--- src/rtl/sortn_pipe_pkg.sv ---
// sort_pkg: shared helpers for the bitonic sorting pipeline.
//   clog2       - ceiling log2 of a positive integer
//   stage_count - number of compare-exchange stages for N keys, L*(L+1)/2
//   stage_p     - merge phase of a stage (block size 2^(p+1))
//   stage_q     - exchange distance exponent of a stage (partner = lane ^ 2^q)
//   partner     - lane paired with `lane` in stage `s`
//   cell_desc   - network direction of the cell owning `lane` in stage `s`
//                 (1 = larger key goes to the lower lane); XOR with beat desc
package sort_pkg;

  function automatic int clog2(input int v);
    int r;
    r = 0;
    for (int i = 0; i < 31; i++) begin
      if ((1 << r) < v) r++;
    end
    return r;
  endfunction

  function automatic int stage_count(input int n);
    int l;
    l = clog2(n);
    return l * (l + 1) / 2;
  endfunction

  // Stages are numbered phase by phase: phase p owns p+1 consecutive stages
  // starting at p*(p+1)/2, with the exchange distance halving each stage.
  function automatic int stage_p(input int s);
    int p_r;
    int acc;
    p_r = 0;
    acc = 0;
    for (int p = 0; p < 32; p++) begin
      if (s >= acc) begin
        p_r = p;
        acc = acc + p + 1;
      end
    end
    return p_r;
  endfunction

  function automatic int stage_q(input int s);
    int p;
    p = stage_p(s);
    return p - (s - p * (p + 1) / 2);
  endfunction

  function automatic int partner(input int lane, input int s);
    return lane ^ (1 << stage_q(s));
  endfunction

  // Within phase p, blocks of 2^(p+1) lanes alternate ascending/descending so
  // that the next phase sees bitonic sequences; the final phase is ascending.
  function automatic logic cell_desc(input int lane, input int s);
    return ((lane >> (stage_p(s) + 1)) & 1) != 0;
  endfunction

endpackage

--- src/rtl/sortn_pipe_if.sv ---
// sortn_pipe_if: input and output valid/ready streams of the sorter.
//   in_*  : producer -> sorter beat (valid, desc, tag, N keys), in_ready back
//   out_* : sorter -> consumer beat (valid, desc, tag, N keys), out_ready back
//   slave  modport: the sorter's view
//   master modport: the surrounding logic's view (drives in_*, out_ready)
interface sortn_pipe_if #(
  parameter int N  = 8,
  parameter int W  = 8,
  parameter int TW = 4
);
  logic           in_valid;
  logic           in_ready;
  logic           in_desc;
  logic [TW-1:0]  in_tag;
  logic [N*W-1:0] in_data;
  logic           out_valid;
  logic           out_ready;
  logic           out_desc;
  logic [TW-1:0]  out_tag;
  logic [N*W-1:0] out_data;

  modport slave (
    input  in_valid, in_desc, in_tag, in_data, out_ready,
    output in_ready, out_valid, out_desc, out_tag, out_data
  );

  modport master (
    output in_valid, in_desc, in_tag, in_data, out_ready,
    input  in_ready, out_valid, out_desc, out_tag, out_data
  );
endinterface

--- src/rtl/sortn_pipe_cmp_swap.sv ---
// cmp_swap: combinational unsigned compare-exchange cell.
//   a, b : keys from the lower / upper lane
//   dir  : 0 = smaller key to lo, 1 = larger key to lo
//   lo   : key for the lower lane
//   hi   : key for the upper lane
// Equal keys never swap.
module cmp_swap #(
  parameter int W = 8
) (
  input  logic [W-1:0] a,
  input  logic [W-1:0] b,
  input  logic         dir,
  output logic [W-1:0] lo,
  output logic [W-1:0] hi
);
  logic swap;

  assign swap = dir ? (a < b) : (a > b);
  assign lo   = swap ? b : a;
  assign hi   = swap ? a : b;
endmodule

--- src/rtl/sortn_pipe.sv ---
// sortn_pipe: pipelined bitonic sorter, N unsigned W-bit keys per beat.
//   clk : rising-edge clock
//   rst : asynchronous active-low reset
//   bus : sortn_pipe_if.slave
//         in_valid/in_ready/in_desc/in_tag/in_data  - beat in
//         out_valid/out_ready/out_desc/out_tag/out_data - sorted beat out
// One compare-exchange layer per register stage, S = L*(L+1)/2 stages.
// Every stage advances together when the output is free or being taken, so
// bubbles are kept and a stall freezes the whole pipe. desc and tag ride
// with their beat, allowing mixed-direction beats back to back.
module sortn_pipe
  import sort_pkg::*;
#(
  parameter int N  = 8,
  parameter int W  = 8,
  parameter int TW = 4
) (
  input  logic          clk,
  input  logic          rst,
  sortn_pipe_if.slave   bus
);
  localparam int S = stage_count(N);

  logic [N*W-1:0] stg_data [S];
  logic [TW-1:0]  stg_tag  [S];
  logic [S-1:0]   stg_valid;
  logic [S-1:0]   stg_desc;
  logic           adv;

  assign adv          = bus.out_ready | ~stg_valid[S-1];
  assign bus.in_ready = adv;

  for (genvar s = 0; s < S; s++) begin : g_stage
    localparam int Q = stage_q(s);

    logic [N*W-1:0] src_data;
    logic [TW-1:0]  src_tag;
    logic           src_valid;
    logic           src_desc;
    logic [N*W-1:0] nxt_data;
    logic [N*W-1:0] q_data;
    logic [TW-1:0]  q_tag;
    logic           q_valid;
    logic           q_desc;

    if (s == 0) begin : g_first
      assign src_data  = bus.in_data;
      assign src_tag   = bus.in_tag;
      assign src_valid = bus.in_valid;
      assign src_desc  = bus.in_desc;
    end else begin : g_next
      assign src_data  = stg_data[s-1];
      assign src_tag   = stg_tag[s-1];
      assign src_valid = stg_valid[s-1];
      assign src_desc  = stg_desc[s-1];
    end

    // One cell per lane pair; the lane with bit Q clear owns the cell.
    for (genvar i = 0; i < N; i++) begin : g_lane
      if (((i >> Q) & 1) == 0) begin : g_cell
        localparam int   J  = partner(i, s);
        localparam logic CD = cell_desc(i, s);

        cmp_swap #(.W(W)) u_cmp_swap (
          .a   (src_data[i*W +: W]),
          .b   (src_data[J*W +: W]),
          .dir (CD ^ src_desc),
          .lo  (nxt_data[i*W +: W]),
          .hi  (nxt_data[J*W +: W])
        );
      end
    end

    always_ff @(posedge clk or negedge rst) begin
      if (!rst) begin
        q_valid <= 1'b0;
        q_desc  <= 1'b0;
        q_tag   <= '0;
        q_data  <= '0;
      end else if (adv) begin
        q_valid <= src_valid;
        q_desc  <= src_desc;
        q_tag   <= src_tag;
        q_data  <= nxt_data;
      end
    end

    assign stg_data[s]  = q_data;
    assign stg_tag[s]   = q_tag;
    assign stg_valid[s] = q_valid;
    assign stg_desc[s]  = q_desc;
  end

  assign bus.out_valid = stg_valid[S-1];
  assign bus.out_desc  = stg_desc[S-1];
  assign bus.out_tag   = stg_tag[S-1];
  assign bus.out_data  = stg_data[S-1];
endmodule

--- src/flat_wrapper.sv ---
// flat-port wrapper written by rule: the top's interface ports become plain ports
module sortn_pipe_flat import sort_pkg::*;
#(
  parameter int N  = 8,
  parameter int W  = 8,
  parameter int TW = 4
)
  (clk, rst, bus_in_valid, bus_in_desc, bus_in_tag, bus_in_data, bus_out_ready, bus_in_ready, bus_out_valid, bus_out_desc, bus_out_tag, bus_out_data);
  sortn_pipe_if #(.N(N), .W(W), .TW(TW)) bus_i ();
  input  logic clk;
  input  logic rst;
  input wire logic [$bits(bus_i.in_valid)-1:0] bus_in_valid;
  input wire logic [$bits(bus_i.in_desc)-1:0] bus_in_desc;
  input wire logic [$bits(bus_i.in_tag)-1:0] bus_in_tag;
  input wire logic [$bits(bus_i.in_data)-1:0] bus_in_data;
  input wire logic [$bits(bus_i.out_ready)-1:0] bus_out_ready;
  output wire logic [$bits(bus_i.in_ready)-1:0] bus_in_ready;
  output wire logic [$bits(bus_i.out_valid)-1:0] bus_out_valid;
  output wire logic [$bits(bus_i.out_desc)-1:0] bus_out_desc;
  output wire logic [$bits(bus_i.out_tag)-1:0] bus_out_tag;
  output wire logic [$bits(bus_i.out_data)-1:0] bus_out_data;
  assign bus_i.in_valid = bus_in_valid;
  assign bus_i.in_desc = bus_in_desc;
  assign bus_i.in_tag = bus_in_tag;
  assign bus_i.in_data = bus_in_data;
  assign bus_i.out_ready = bus_out_ready;
  assign bus_in_ready = bus_i.in_ready;
  assign bus_out_valid = bus_i.out_valid;
  assign bus_out_desc = bus_i.out_desc;
  assign bus_out_tag = bus_i.out_tag;
  assign bus_out_data = bus_i.out_data;
  sortn_pipe #(.N(N), .W(W), .TW(TW)) u_core (.clk(clk), .rst(rst), .bus(bus_i));
endmodule
--- config.mk ---
export PLATFORM = sky130hd
export DESIGN_NAME = sortn_pipe_flat
export DESIGN_NICKNAME = d
export VERILOG_FILES = /design/src/rtl/sortn_pipe_pkg.sv /design/src/rtl/sortn_pipe_if.sv /design/src/rtl/sortn_pipe_cmp_swap.sv /design/src/rtl/sortn_pipe.sv /design/src/flat_wrapper.sv
export SDC_FILE = /design/constraint.sdc
export NUM_CORES = 1
export LEC_CHECK = 0
export BUFFER_PORTS_ARGS = -buffer_cell sky130_fd_sc_hd__buf_2
export CORE_MARGIN = 1
export CORE_UTILIZATION = 55
export DETAILED_ROUTE_END_ITERATION = 12
export HOLD_SLACK_MARGIN = 0.1
export PLACE_DENSITY = 0.76
export SYNTH_ARGS = -nofsm -noshare
export SYNTH_HDL_FRONTEND = slang
export SYNTH_SLANG_ARGS = --single-unit
--- constraint.sdc ---
create_clock -name clk -period 2 [get_ports clk]
set_input_delay 0.3 -clock clk [delete_from_list [all_inputs] [get_ports clk]]
set_output_delay 0.3 -clock clk [all_outputs]
set_load 0.01 [all_outputs]
==> results of run 1 <==
[where the power goes]
part           total (mW)  internal (mW)  switching [mW]
combinational        54.1           26.5            27.6
clock                9.17           5.41            3.76
sequential           16.5           12.7            3.76
total                79.8           44.6            35.1
[logic make-up (layout without fill, tap and decap cells)]
kind of cell             after synthesis  count (layout)  synth area share (%)
buffers and inverters                379            1019                  5.95
multiplexers                         384             384                  14.2
flip-flops                           420             420                  38.8
AO/OA/AOI/OAI                        987             989                  20.4
AND/OR/NAND/NOR                      641             641                  11.8
adder cells (fa/ha/maj)              192             192                  8.86
[layer usage]
metal  global-route usage [%]  up-vias  part of all wire, %
li1                         -    11900                    -
met1                     40.0    13000                   36
met3                     6.11      527                  8.2
met4                     21.1        0                  7.9
met5                        0        -                    0
met2                     58.2     1582                   48
[worst paths after layout]
| path | cells after the start | endpoint | slack, ns | from |
|---|---|---|---|---|
| min | 4 | u_core.g_stage[0].q_data[47] | 0.12 | bus_in_data[39] |
| max reg2reg | 8 | u_core.g_stage[3].q_data[28] | -0.47 | u_core.g_stage[2].q_data[25] |
| min reg2reg | 2 | u_core.bus.out_tag[3] | 0.46 | u_core.bus.out_tag[3] |
| min in group asynchronous | 2 | u_core.bus.out_data[46] | 0.16 | rst |
| max in group asynchronous | 3 | u_core.g_stage[1].q_data[49] | 0.99 | rst |
| max | 8 | u_core.g_stage[3].q_data[28] | -0.47 | u_core.g_stage[2].q_data[25] |
[Yosys cell counts, types with 7 or more instances]
cell,instances,area share (%)
a21oi_1,822,15
a211o_1,12,0.39
buf_6,12,0.50
nor2_1,210,2.9
o211ai_1,30,0.83
a211oi_1,24,0.66
dfrtp_1,420,39
nand4_1,48,1.1
a21o_1,30,0.83
o211a_1,12,0.44
a221oi_2,12,0.66
ha_1,192,8.9
nand2_1,123,1.7
a311o_1,12,0.44
and2_1,192,4.4
nand2b_1,7,0.16
a311oi_1,12,0.39
nand3_1,12,0.22
mux2i_1,384,14
clkbuf_1,112,1.6
nor3_1,12,0.22
nor2b_1,25,0.58
inv_1,195,2.7
and3_4,12,0.50
buf_2,41,0.76
o21ai_0,15,0.28
[critical path, stage by stage (launching register included)]
cell	delay (ns)
dfrtp_1	0.61
ha_4	0.28
nor2b_4	0.12
o211ai_1	0.35
a211oi_2	0.16
a311oi_2	0.27
buf_4	0.21
buf_6	0.12
mux2i_1	0.25
[through the flow]
step | hold WS, ns | instances | utilization (%) | instance area [um^2]
after floorplan | 0.00441 | 3003 | - | 27100
after global placement | 0.199 | 4039 | 65.3 | 31400
after detailed placement | 0.197 | 4039 | 65.3 | 31400
after CTS | 0.108 | 4211 | 72.4 | 34900
after global routing | 0.142 | 4301 | 75.4 | 36300
final | 0.116 | 4301 | 75.4 | 36300
[flip-flops by register name, summed over array words and instances (netlist names)]
name                    cells
u_core.bus.out_data        64
u_core.g_stage.q_valid      5
u_core.g_stage.q_tag       20
u_core.g_stage.q_desc       5
u_core.g_stage.q_data     320
u_core.bus.out_tag          4
u_core.bus.out_desc         1
u_core.bus.out_valid        1
[cell type report]
| type | count | area, um^2 |
|---|---|---|
| inverters | 196 | 743 |
| fillers | 3014 | 11900 |
| multi-input cells | 2206 | 16800 |
| repair buffers | 734 | 5740 |
| clock buffers | 67 | 1360 |
| flip-flops and latches | 420 | 10500 |
| well taps | 656 | 821 |
| clock inverters | 22 | 250 |
[repair_timing]
action / 4_1_cts / 5_1_grt
endpoints found under the hold margin: 425 / 0
pin swaps: 104 / 121
setup endpoints to repair: 264 / 312
setup buffers: 69 / 88
gates resized for setup: 222 / 154
cloned: 8 / 4
hold buffers: 6 / 0
==> impl_metrics.json, run 1 <==
{
  "synth_ff_type": "dfrtp_1",
  "hp-class": "input pin to flip-flop",
  "grt_pass1_vias": 26500,
  "grt_overflow": 0,
  "netlist_instances": 3003,
  "num_antenna_cells": 0,
  "fin_crit_sh_pct": 124,
  "ys_types": 32,
  "synth_seq_cells": 420,
  "tritoncts": "built",
  "fin_nets": 3871,
  "start_util_pct": 56.3,
  "area_delta_synth_final_pct": 33.9,
  "final_max_slew_viol_count": 0,
  "setup_ws_ns": -0.472,
  "pwr_density_cell_nw_per_um2": 2200,
  "vias_per_cell": 6.28,
  "clockBufferDepth": 3,
  "rows": 80,
  "routabilityCongestion": 1.00,
  "die_w_um": 224,
  "drive_above_1_share_pct": 30.6,
  "power_mw": 79.8,
  "post-place-ws_ns": -0.330,
  "wire_per_inst_um": 21.7,
  "htreeDepth": 2,
  "p_leak_nw": 17.3,
  "numCtsBuffers": 48,
  "first_iter_violations": 2773,
  "die_h_um": 224,
  "arrival_ns": 2.97,
  "min_period_ns": 2.47,
  "worstMarginPinSlew_ns": 0.763,
  "ios": 144,
  "clk-insertion-delay-late_ns": 0.61,
  "peakVddDrop_v": 0.00102,
  "setup_viol": 255,
  "first_pass_iters": 7,
  "routed_wl_mm": 93.3,
  "grt_pass1_wl_mm": 137,
  "hpwl_mm": 59.1,
  "vias": 27000,
  "synth_area_per_cell_um2": 9.02,
  "die-area_um2": 50200,
  "synth_edf_count": 0,
  "layout_commonest_cell": "a21oi_1",
  "grt_antenna_before_repair": 0,
  "synth_area_um2": 27100,
  "rsz0062_at_grt": "yes",
  "finalHoldViolations": 0,
  "grt_usage_pct": 34.2,
  "yosysSeqAreaShare_pct": 38.8,
  "final_antenna_net_count": 0,
  "max_freq_mhz": 405,
  "setup_tns_ns": -36.14,
  "start_kind": "flip-flop",
  "ys_async_sr_fraction_pct": 100,
  "cap_violations": 0,
  "crit_path_end_kind": "flip-flop",
  "core-area_um2": 48100,
  "status": "finished, violations left",
  "violations": "setup timing",
  "cp.required_ns": 2.50,
  "clock_sinks": 420,
  "path_max_fanout": 6,
  "crit_type": "flip-flop to flip-flop",
  "route.detailed.drc": 0,
  "root_buffer": "clkbuf_16",
  "final_cell_mix": "811 x a21oi_1, 515 x buf_4, 414 x dfrtp_1",
  "syn-num-nets": 3268,
  "fin_skew_ns": 0.0277,
  "grt_max_degree": 99,
  "clk_pin_slew_ns": 0.06,
  "port_buffers": 143,
  "yosys_warnings": 0,
  "relSlewSlack_pct": 49.0
}
No activity file was read; power rests on OpenSTA's default activity.
==> inputs of run 2 (changes only) <==
--- a/config.mk
+++ b/config.mk
@@ -6,11 +6,10 @@
 export NUM_CORES = 1
 export LEC_CHECK = 0
 export BUFFER_PORTS_ARGS = -buffer_cell sky130_fd_sc_hd__buf_2
-export CORE_MARGIN = 1
-export CORE_UTILIZATION = 55
+export CORE_MARGIN = 8
+export CORE_UTILIZATION = 45
 export DETAILED_ROUTE_END_ITERATION = 12
 export HOLD_SLACK_MARGIN = 0.1
-export PLACE_DENSITY = 0.76
 export SYNTH_ARGS = -nofsm -noshare
 export SYNTH_HDL_FRONTEND = slang
 export SYNTH_SLANG_ARGS = --single-unit
==> run 2 against run 1 <==
- first-iteration DRC count down 35%
- final area up 1.7%
- non-clock buffer count up 22
- the flow still finishes with violations (setup timing)
- critical path type unchanged
- clock power up 4.1%
- critical endpoint is now u_core.g_stage[4].q_data[28]
- worst setup slack better by 0.30 ns
==> impl_metrics.json, run 2 (synthesized netlist as in run 1, its figures left out) <==
{
  "status": "finished, violations left",
  "violations": "setup timing",
  "drive_above_1_share_pct": 31.3,
  "worstMarginPinSlew_ns": 0.914,
  "max_freq_mhz": 461,
  "cap_violations": 0,
  "holdPathStages": 4,
  "area_delta_synth_final_pct": 36.1,
  "rows": 90,
  "n_fill_cell": 4913,
  "fin_crit_sh_pct": 108,
  "peakVddDrop_v": 0.000794,
  "p_leak_nw": 17.6,
  "critPathMaxStageDelay_ns": 0.42,
  "htreeDepth": 2,
  "vias": 25400,
  "final_max_slew_viol_count": 0,
  "power_mw": 77.6,
  "first_pass_iters": 6,
  "numCtsBuffers": 50,
  "setup_tns_ns": -13.23,
  "ios": 144,
  "start_util_pct": 45.2,
  "instances_no_fill": 4455,
  "final_util_pct": 61.6,
  "setup_viol": 216,
  "vias_per_cell": 5.71,
  "cp_num_buf_inv": 2,
  "root_buffer": "clkbuf_16",
  "path_max_fanout": 6,
  "final_area_um2": 36900,
  "layout_commonest_cell": "a21oi_1",
  "die_h_um": 261,
  "fin_skew_ns": 0.0222,
  "whs_ns": 0.126,
  "pwr_density_cell_nw_per_um2": 2100,
  "routed_wl_mm": 89.2,
  "setup_ws_ns": -0.168,
  "fin_nets": 3899,
  "crit_type": "flip-flop to flip-flop",
  "port_buffers": 143,
  "clk_pin_slew_ns": 0.06,
  "path_depth": 8,
  "crit_path_end_kind": "flip-flop",
  "hp-class": "input pin to flip-flop",
  "die-area_um2": 68300,
  "die_w_um": 261,
  "cp.required_ns": 2.52,
  "grt_usage_pct": 24.7,
  "arrival_ns": 2.68,
  "core-area_um2": 59900,
  "postPlaceCellArea_um2": 31900,
  "path_delay_family": "compound AO/OA/AOI/OAI gates",
  "min_period_ns": 2.17,
  "clockBufferDepth": 3,
  "largest-register": "u_core.g_stage.q_data",
  "hpwl_mm": 63.2,
  "rsz0062_at_grt": "yes",
  "tritoncts": "built",
  "grt_max_degree": 99,
  "clk-insertion-delay-late_ns": 0.61,
  "grt_overflow": 0,
  "r2r_cells": 8,
  "clock_sinks": 420,
  "crit_chain": "inv_2 > ha_4 > and3_4 > a221oi_4 > nor3_2 > a311oi_2 > buf_4 > mux2i_1",
  "routabilityCongestion": 0.941,
  "final_antenna_net_count": 0,
  "dp.cells": 4210,
  "relSlewSlack_pct": 39.1,
  "start_kind": "flip-flop",
  "grt_pass1_vias": 25800,
  "wire_per_inst_um": 20.0,
  "slowest_stage": "dfrtp_1",
  "first_iter_violations": 1806,
  "grt_pass1_wl_mm": 136,
  "largest_reg_flops": 320,
  "route.detailed.drc": 0,
  "final_cell_mix": "808 x a21oi_1, 534 x buf_4, 417 x dfrtp_1",
  "finalHoldViolations": 0,
  "grt_antenna_before_repair": 0,
  "post-place-ws_ns": -0.302
}
run 2: changes by cell type in the layout (fill, tap and decap cells not counted), sizes merged:
cell / before / now
buf: 728 / 744
bufbuf: 0 / 1
clkbuf: 67 / 74
clkinv: 12 / 11
diode: 0 / 1
dlygate4sd3: 6 / 7
inv: 198 / 199
o211a: 14 / 16
run 2: tightest hold or removal path, stage by stage:
cell	delay (ns)
buf_2	0.09
and2_1	0.13
a21oi_1	0.04
mux2i_1	0.11
run 2: final cells by class:
| cell class | instances | area (um^2) | share of cell area (%) |
|---|---|---|---|
| diodes | 1 | 2.50 | 0.00678 |
| clock buffers | 70 | 1450 | 3.93 |
| clock inverters | 20 | 256 | 0.695 |
| well taps | 782 | 978 | 2.65 |
| inverters | 196 | 766 | 2.08 |
| multi-input cells | 2208 | 16800 | 45.7 |
| repair inverters | 2 | 17.5 | 0.0475 |
| flip-flops and latches | 420 | 10500 | 28.5 |
| repair buffers | 756 | 6060 | 16.4 |
run 2: final timing paths:
check	from	to	slack [ns]
min in group asynchronous	rst	u_core.bus.out_data[47]	0.20
worst min register to register	u_core.g_stage[3].q_tag[2]	u_core.g_stage[4].q_tag[2]	0.47
worst max register to register	u_core.g_stage[3].q_data[30]	u_core.g_stage[4].q_data[28]	-0.17
worst max-delay path	u_core.g_stage[3].q_data[30]	u_core.g_stage[4].q_data[28]	-0.17
worst min-delay path	bus_in_data[4]	u_core.g_stage[0].q_data[12]	0.13
max in group asynchronous	rst	u_core.g_stage[3].q_data[2]	0.94
run 2: where the power goes:
| part | switching (mW) | internal (mW) |
|---|---|---|
| Clock | 3.85 | 5.70 |
| Sequential | 3.48 | 12.7 |
| Combinational | 25.8 | 26.1 |
| Total | 33.1 | 44.5 |
run 2: what timing repair did:
action	in CTS	in global routing
buffers inserted	54	78
endpoints found under the setup margin	283	361
cloned	13	7
resized for setup	192	186
pin swaps	84	114
endpoints found under the hold margin	298	0
hold buffers	7	0
run 2: per-layer routing:
layer  wire length [um]  track usage [%]
met5                  0                0
met4               4030             10.0
met3               4080             3.05
met2              44400             44.0
met1              36700             29.9
